==> config.mk <==
export PLATFORM = sky130hd
export DESIGN_NAME = div_share_arbiter
export DESIGN_NICKNAME = d
export VERILOG_FILES = /design/src/rtl/div_pkg.sv /design/src/rtl/div_share_arbiter_core.sv /design/src/rtl/div_share_arbiter.sv
export SDC_FILE = /design/constraint.sdc
export NUM_CORES = 1
export LEC_CHECK = 0
export ABC_AREA = 1
export BUFFER_PORTS_ARGS = -buffer_cell sky130_fd_sc_hd__buf_2
export CAP_MARGIN = 30
export CORE_ASPECT_RATIO = 0.8
export CORE_MARGIN = 8
export CORE_UTILIZATION = 50
export DETAILED_ROUTE_END_ITERATION = 8
export GPL_ROUTABILITY_DRIVEN = 0
export PLACE_DENSITY = 0.77
export SKIP_LAST_GASP = 1
export SYNTH_ARGS = -nofsm -noshare
export SYNTH_HDL_FRONTEND = slang
export SYNTH_SLANG_ARGS = --single-unit
==> constraint.sdc <==
create_clock -name clk -period 8.2 [get_ports clk]
set_input_delay 0 -clock clk [delete_from_list [all_inputs] [get_ports clk]]
set_output_delay 0 -clock clk [all_outputs]
set_load 0.05 [all_outputs]
==> src/rtl/div_pkg.sv <==
// Shared types and helpers for the shared iterative divider: FSM states,
// default sizing and the round-robin grant picker.
package div_pkg;

  localparam int DEF_WIDTH = 32;
  localparam int DEF_NREQ  = 4;
  localparam int MAX_NREQ  = 64;

  typedef enum logic [1:0] {ST_IDLE, ST_RUN, ST_DONE} state_t;

  typedef struct packed {
    logic       found;
    logic [5:0] idx;
  } pick_t;

  // Scan ptr, ptr+1, ... mod nreq; the downward loop lets the closest hit win.
  function automatic pick_t rr_pick(input logic [MAX_NREQ-1:0] valid,
                                    input int ptr, input int nreq);
    pick_t p;
    int    k;
    p = '0;
    for (int i = MAX_NREQ-1; i >= 0; i--) begin
      if (i < nreq) begin
        k = ptr + i;
        if (k >= nreq) k = k - nreq;
        if (valid[k[5:0]]) begin
          p.found = 1'b1;
          p.idx   = 6'(k);
        end
      end
    end
    return p;
  endfunction

endpackage

==> src/rtl/div_share_arbiter_core.sv <==
// One-bit-per-cycle restoring divider. q/r present the result of the step
// being taken this cycle, so on the final step they are the finished result.
module div_iter_core #(
  parameter int WIDTH = 32
) (
  input  logic             clk,
  input  logic             rst,
  input  logic             start,
  input  logic [WIDTH-1:0] a,
  input  logic [WIDTH-1:0] b,
  output logic             done,
  output logic [WIDTH-1:0] q,
  output logic [WIDTH-1:0] r
);

  localparam int CW = (WIDTH > 1) ? $clog2(WIDTH) : 1;

  logic [WIDTH-1:0] a_q, b_q, rem;
  logic [CW-1:0]    cnt;
  logic             run;
  logic [WIDTH:0]   sh, trial;

  // rem stays below b between steps, so its top bit only exists transiently in sh
  always_comb begin
    sh    = {rem, a_q[WIDTH-1]};
    trial = sh - {1'b0, b_q};
    q     = {a_q[WIDTH-2:0], ~trial[WIDTH]};
    r     = trial[WIDTH] ? sh[WIDTH-1:0] : trial[WIDTH-1:0];
  end

  assign done = run && (cnt == CW'(WIDTH-1));

  always_ff @(posedge clk or posedge rst) begin
    if (rst) begin
      a_q <= '0;
      b_q <= '0;
      rem <= '0;
      cnt <= '0;
      run <= 1'b0;
    end else if (start) begin
      a_q <= a;
      b_q <= b;
      rem <= '0;
      cnt <= '0;
      run <= 1'b1;
    end else if (run) begin
      a_q <= q;
      rem <= r;
      cnt <= cnt + 1'b1;
      if (done) run <= 1'b0;
    end
  end

endmodule

==> src/rtl/div_share_arbiter.sv <==
// Round-robin front end sharing one iterative divider across NREQ clients,
// with a single held response channel.
module div_share_arbiter
  import div_pkg::*;
#(
  parameter  int WIDTH = DEF_WIDTH,
  parameter  int NREQ  = DEF_NREQ,
  localparam int IDW   = $clog2(NREQ)
) (
  input  logic                  clk,
  input  logic                  rst,
  input  logic [NREQ-1:0]       req_valid,
  output logic [NREQ-1:0]       req_ready,
  input  logic [NREQ*WIDTH-1:0] req_A,
  input  logic [NREQ*WIDTH-1:0] req_B,
  output logic                  rsp_valid,
  input  logic                  rsp_ready,
  output logic [IDW-1:0]        rsp_id,
  output logic [WIDTH-1:0]      rsp_Q,
  output logic [WIDTH-1:0]      rsp_R,
  output logic                  rsp_dz,
  output logic                  busy
);

  state_t                       state, state_n;
  logic [IDW-1:0]               rr_ptr, cur_id, grant;
  logic [NREQ-1:0][WIDTH-1:0]   a_arr, b_arr;
  logic [MAX_NREQ-1:0]          valid_ext;
  pick_t                        pick;
  logic                         accept, b_zero, core_done;
  logic [WIDTH-1:0]             a_sel, b_sel, core_q, core_r;

  assign a_arr     = req_A;
  assign b_arr     = req_B;
  assign valid_ext = MAX_NREQ'(req_valid);
  assign pick      = rr_pick(valid_ext, int'(rr_ptr), NREQ);
  assign grant     = IDW'(pick.idx);
  assign a_sel     = a_arr[grant];
  assign b_sel     = b_arr[grant];
  assign b_zero    = (b_sel == '0);

  always_comb begin
    state_n   = state;
    req_ready = '0;
    accept    = 1'b0;
    case (state)
      ST_IDLE: if (pick.found) begin
        accept           = 1'b1;
        req_ready[grant] = 1'b1;
        state_n          = b_zero ? ST_DONE : ST_RUN;
      end
      ST_RUN:  if (core_done) state_n = ST_DONE;
      ST_DONE: if (rsp_ready) state_n = ST_IDLE;
      default: state_n = ST_IDLE;
    endcase
  end

  // divide-by-zero never starts the core; the response is formed at accept
  div_iter_core #(.WIDTH(WIDTH)) u_core (
    .clk   (clk),
    .rst   (rst),
    .start (accept && !b_zero),
    .a     (a_sel),
    .b     (b_sel),
    .done  (core_done),
    .q     (core_q),
    .r     (core_r)
  );

  always_ff @(posedge clk or posedge rst) begin
    if (rst) begin
      state  <= ST_IDLE;
      rr_ptr <= '0;
      cur_id <= '0;
      rsp_id <= '0;
      rsp_Q  <= '0;
      rsp_R  <= '0;
      rsp_dz <= 1'b0;
    end else begin
      state <= state_n;
      if (accept) begin
        rr_ptr <= (grant == IDW'(NREQ-1)) ? '0 : grant + 1'b1;
        cur_id <= grant;
        if (b_zero) begin
          rsp_id <= grant;
          rsp_Q  <= '1;
          rsp_R  <= a_sel;
          rsp_dz <= 1'b1;
        end
      end
      if (state == ST_RUN && core_done) begin
        rsp_id <= cur_id;
        rsp_Q  <= core_q;
        rsp_R  <= core_r;
        rsp_dz <= 1'b0;
      end
    end
  end

  assign rsp_valid = (state == ST_DONE);
  assign busy      = (state != ST_IDLE);

endmodule

==> flow_metrics.tcl <==
set metrics [dict create \
    routed_wl_mm 42.4 \
    synthDistinctLibCells 42 \
    wl_per_cell_um 17.0 \
    grtUsageTotal 0.276 \
    vias_per_cell 5.60 \
    outcome "completed" \
    cts_tree "done" \
    dr.pass1.iters 5 \
    path_cells "inv_2 -> ha_1 -> inv_1 -> nand3_1 -> inv_1 -> nor2_1 -> nand2_1 -> nand2_1 -> nand2_2 -> buf_4 -> nand2_4 -> nand2_1 -> nand3_1 -> dlygate4sd3_1 -> nand2_1 -> nand2_1 -> nor2_1 -> nand2_1 -> nor2_2 -> nand2_2 -> nand2_4 -> nand2_4 -> nand2_1 -> nand2_1" \
    num_vias 13989 \
    die_w_um 192 \
    finClkSkew_ps 11.8 \
    drt_iter0_markers 1211 \
    antenna_found_initial 0 \
    port-buffer-count 335 \
    cts_buffers 17 \
    yosysWarnings 0 \
    path_clk_slew_ps 80 \
    finalSetupViolCount 0 \
    critical-path-max-stage-delay_ps 630 \
    maxCapViolCount 0 \
    fillers 2188 \
    grt_pass1_vias 13627 \
    syn-num-nets 2152 \
    critPathLaunchType "flip-flop" \
    hpwl_mm 30.8 \
    crit_family "simple AND/OR/NAND/NOR gates" \
    critPathMostFrequentCell "nand2_1" \
    htree_levels 4 \
    num_rows 51 \
    crit_fanout 81 \
    boundaryPins 336 \
    endpoint_kind "flip-flop" \
    ff_latch_area_um2 4380 \
    tns_ps 0 \
    slew_headroom 0.368 \
    hold_path.class "in2reg" \
    synth-async-reset-ratio 1.00 \
    area_growth_pct 23.9 \
    cts_buffer_depth 2 \
    avgSynthCellArea_um2 6.71 \
    multi_input_area_um2 6880 \
    core_area_um2 24300 \
    rsz0062_at_grt "false" \
    required_ps 8530 \
    path_buf_inv 5 \
    synthCells 1845 \
    initial_core_util 0.509 \
    grt_pass1_wl_mm 68.0 \
    clock-root-buffer "clkbuf_16" \
    ant_nets 0 \
    nNetsFinal 2472 \
    die_h_um 157 \
    timing.fmax_ghz 0.175 \
    max_slew.worst_pin.slew_ps 948 \
    cts_sinks 175 \
    grt_overflow 0 \
    cts_setup_buffers 0 \
    crit_type "reg2reg" \
    hold_viol_final 0 \
    synth-seq-cells 175 \
    synth_edf_count 0 \
    grt_start_max_net_pins 97 \
    drive_gt1_frac 0.198 \
    critPathSlowestCell "nand2_4" \
    layout_min_cycle_time_ps 5700 \
    clock_latency_ps 450 \
    finalCritPeriodShare 0.695 \
    synth-seq-area-share 0.354 \
    route.detailed.drc 0 \
    synth_flop_cell "dfrtp_1" \
    slew_violations 0 \
    netlist_area_um2 12400 \
    arrival_ps 6040 \
    die-area_um2 30100 \
]
[synth_stat cells, types with 5 or more instances]
master | number | area (µm²)
nand2_1 | 475 | 1780
nand3_1 | 318 | 1590
nor2_1 | 189 | 709
dfrtp_1 | 175 | 4380
inv_1 | 155 | 582
o21ai_0 | 140 | 701
a21oi_1 | 83 | 415
clkbuf_1 | 59 | 221
ha_1 | 43 | 538
o22ai_1 | 32 | 200
buf_2 | 26 | 130
a21oi_2 | 25 | 219
o21ai_1 | 18 | 90.1
xor2_1 | 16 | 140
buf_6 | 13 | 146
xnor2_1 | 11 | 96.3
buf_1 | 9 | 33.8
nor3_1 | 7 | 35.0
buf_4 | 6 | 45.0
nand4_1 | 6 | 37.5
o21a_1 | 5 | 37.5
[state kept, by name, indices dropped and copies added (netlist names)]
signal and flops:
u_core.rem 32, u_core.run 1, u_core.a_q 32, rsp_dz 1
state 2, cur_id 2, u_core.b_q 32, rsp_Q 32
rr_ptr 2, rsp_R 32, u_core.cnt 5, rsp_id 2
[path summary, 6_finish.rpt]
path	from	to	slack, ps	cells past startpoint
worst max-delay path	rr_ptr[0]	rsp_R[20]	2500	24
worst min-delay path	req_A[119]	u_core.a_q[23]	20	5
worst max register to register	rr_ptr[0]	rsp_R[20]	2500	24
worst min register to register	rsp_R[31]	rsp_R[31]	480	2
max in group asynchronous	rst	rsp_R[27]	6770	4
min in group asynchronous	rst	rsp_Q[8]	150	3
[what timing repair did]
| action | 4_1_cts | 5_1_grt |
|---|---|---|
| endpoints found under the setup margin | 0 | 0 |
| endpoints found under the hold margin | 85 | 0 |
| hold buffers | 62 | 0 |
| resized for setup | 0 | 0 |
[layout by cell type (no fill, tap or decap), types with 2 or more instances in the layout]
cell / Yosys / routed
nand2_4: 2 / 4
nand4_1: 6 / 6
o21a_1: 5 / 5
buf_16: 0 / 3
nor2_1: 189 / 189
clkbuf_16: 0 / 17
dlygate4sd3_1: 0 / 62
buf_2: 26 / 335
inv_6: 0 / 6
inv_1: 155 / 151
nor3_1: 7 / 6
dfrtp_1: 175 / 174
nand2_1: 475 / 472
a21boi_0: 4 / 4
nand3_1: 318 / 317
o21ai_0: 140 / 139
ha_1: 43 / 43
inv_2: 2 / 5
clkinvlp_4: 0 / 3
buf_4: 6 / 13
a21oi_1: 83 / 83
o21ai_1: 18 / 19
buf_12: 0 / 2
inv_8: 0 / 3
clkinv_8: 0 / 2
o22ai_1: 32 / 32
a21o_1: 3 / 3
xnor2_1: 11 / 11
and2_1: 2 / 2
xor2_1: 16 / 16
o31ai_1: 3 / 3
nor2_2: 2 / 2
a21oi_2: 25 / 24
nand2_2: 3 / 4
[final cells by class]
cell class	count	area share
Clock inverter	15	0.00954
Clock buffer	17	0.0277
Timing Repair Buffer	415	0.164
Inverter	157	0.0387
Tap cell	318	0.0259
Sequential cell	175	0.285
Antenna cell	1	0.000163
Multi-Input combinational cell	1399	0.448
[worst min-delay path: cells and delay by family]
family	cells	cell delay (ps)
compound gates	1	100
buf+inv	1	100
simple gates	3	230
[metrics by stage]
stage | std cells | hold slack (ps) | utilization | setup WS, ps | area, µm²
after detailed placement | 2402 | 94.0 | 0.582 | 3070 | 14200
after CTS | 2496 | 7.34 | 0.631 | 2550 | 15300
after global placement | 2397 | 91.8 | 0.577 | 2940 | 14000
after global routing | 2496 | 57.1 | 0.631 | 2000 | 15300
after floorplan | 1845 | 86.3 | - | 3450 | 12400
final | 2497 | 17.4 | 0.631 | 2500 | 15300
[per-layer routing]
| metal | track usage | up-vias | routed length, µm |
|---|---|---|---|
| met5 | 0 | - | 0 |
| met4 | 0.104 | 0 | 1270 |
| met1 | 0.358 | 6562 | 17800 |
| met2 | 0.458 | 609 | 20400 |
| met3 | 0.0418 | 117 | 3020 |
| li1 | - | 6701 | - |
[logic make-up after synthesis]
| kind of cell | share of synthesized area |
|---|---|
| AOI/OAI and AO/OA | 0.145 |
| adders and majority gates | 0.0451 |
| and+or+nand+nor | 0.343 |
| buffers and inverters | 0.0946 |
| xor gates and xnor gates | 0.0191 |
| DFF | 0.354 |
Power is not shown: default switching activity piles up to over one toggle a cycle in this logic, so the estimate is an artifact.
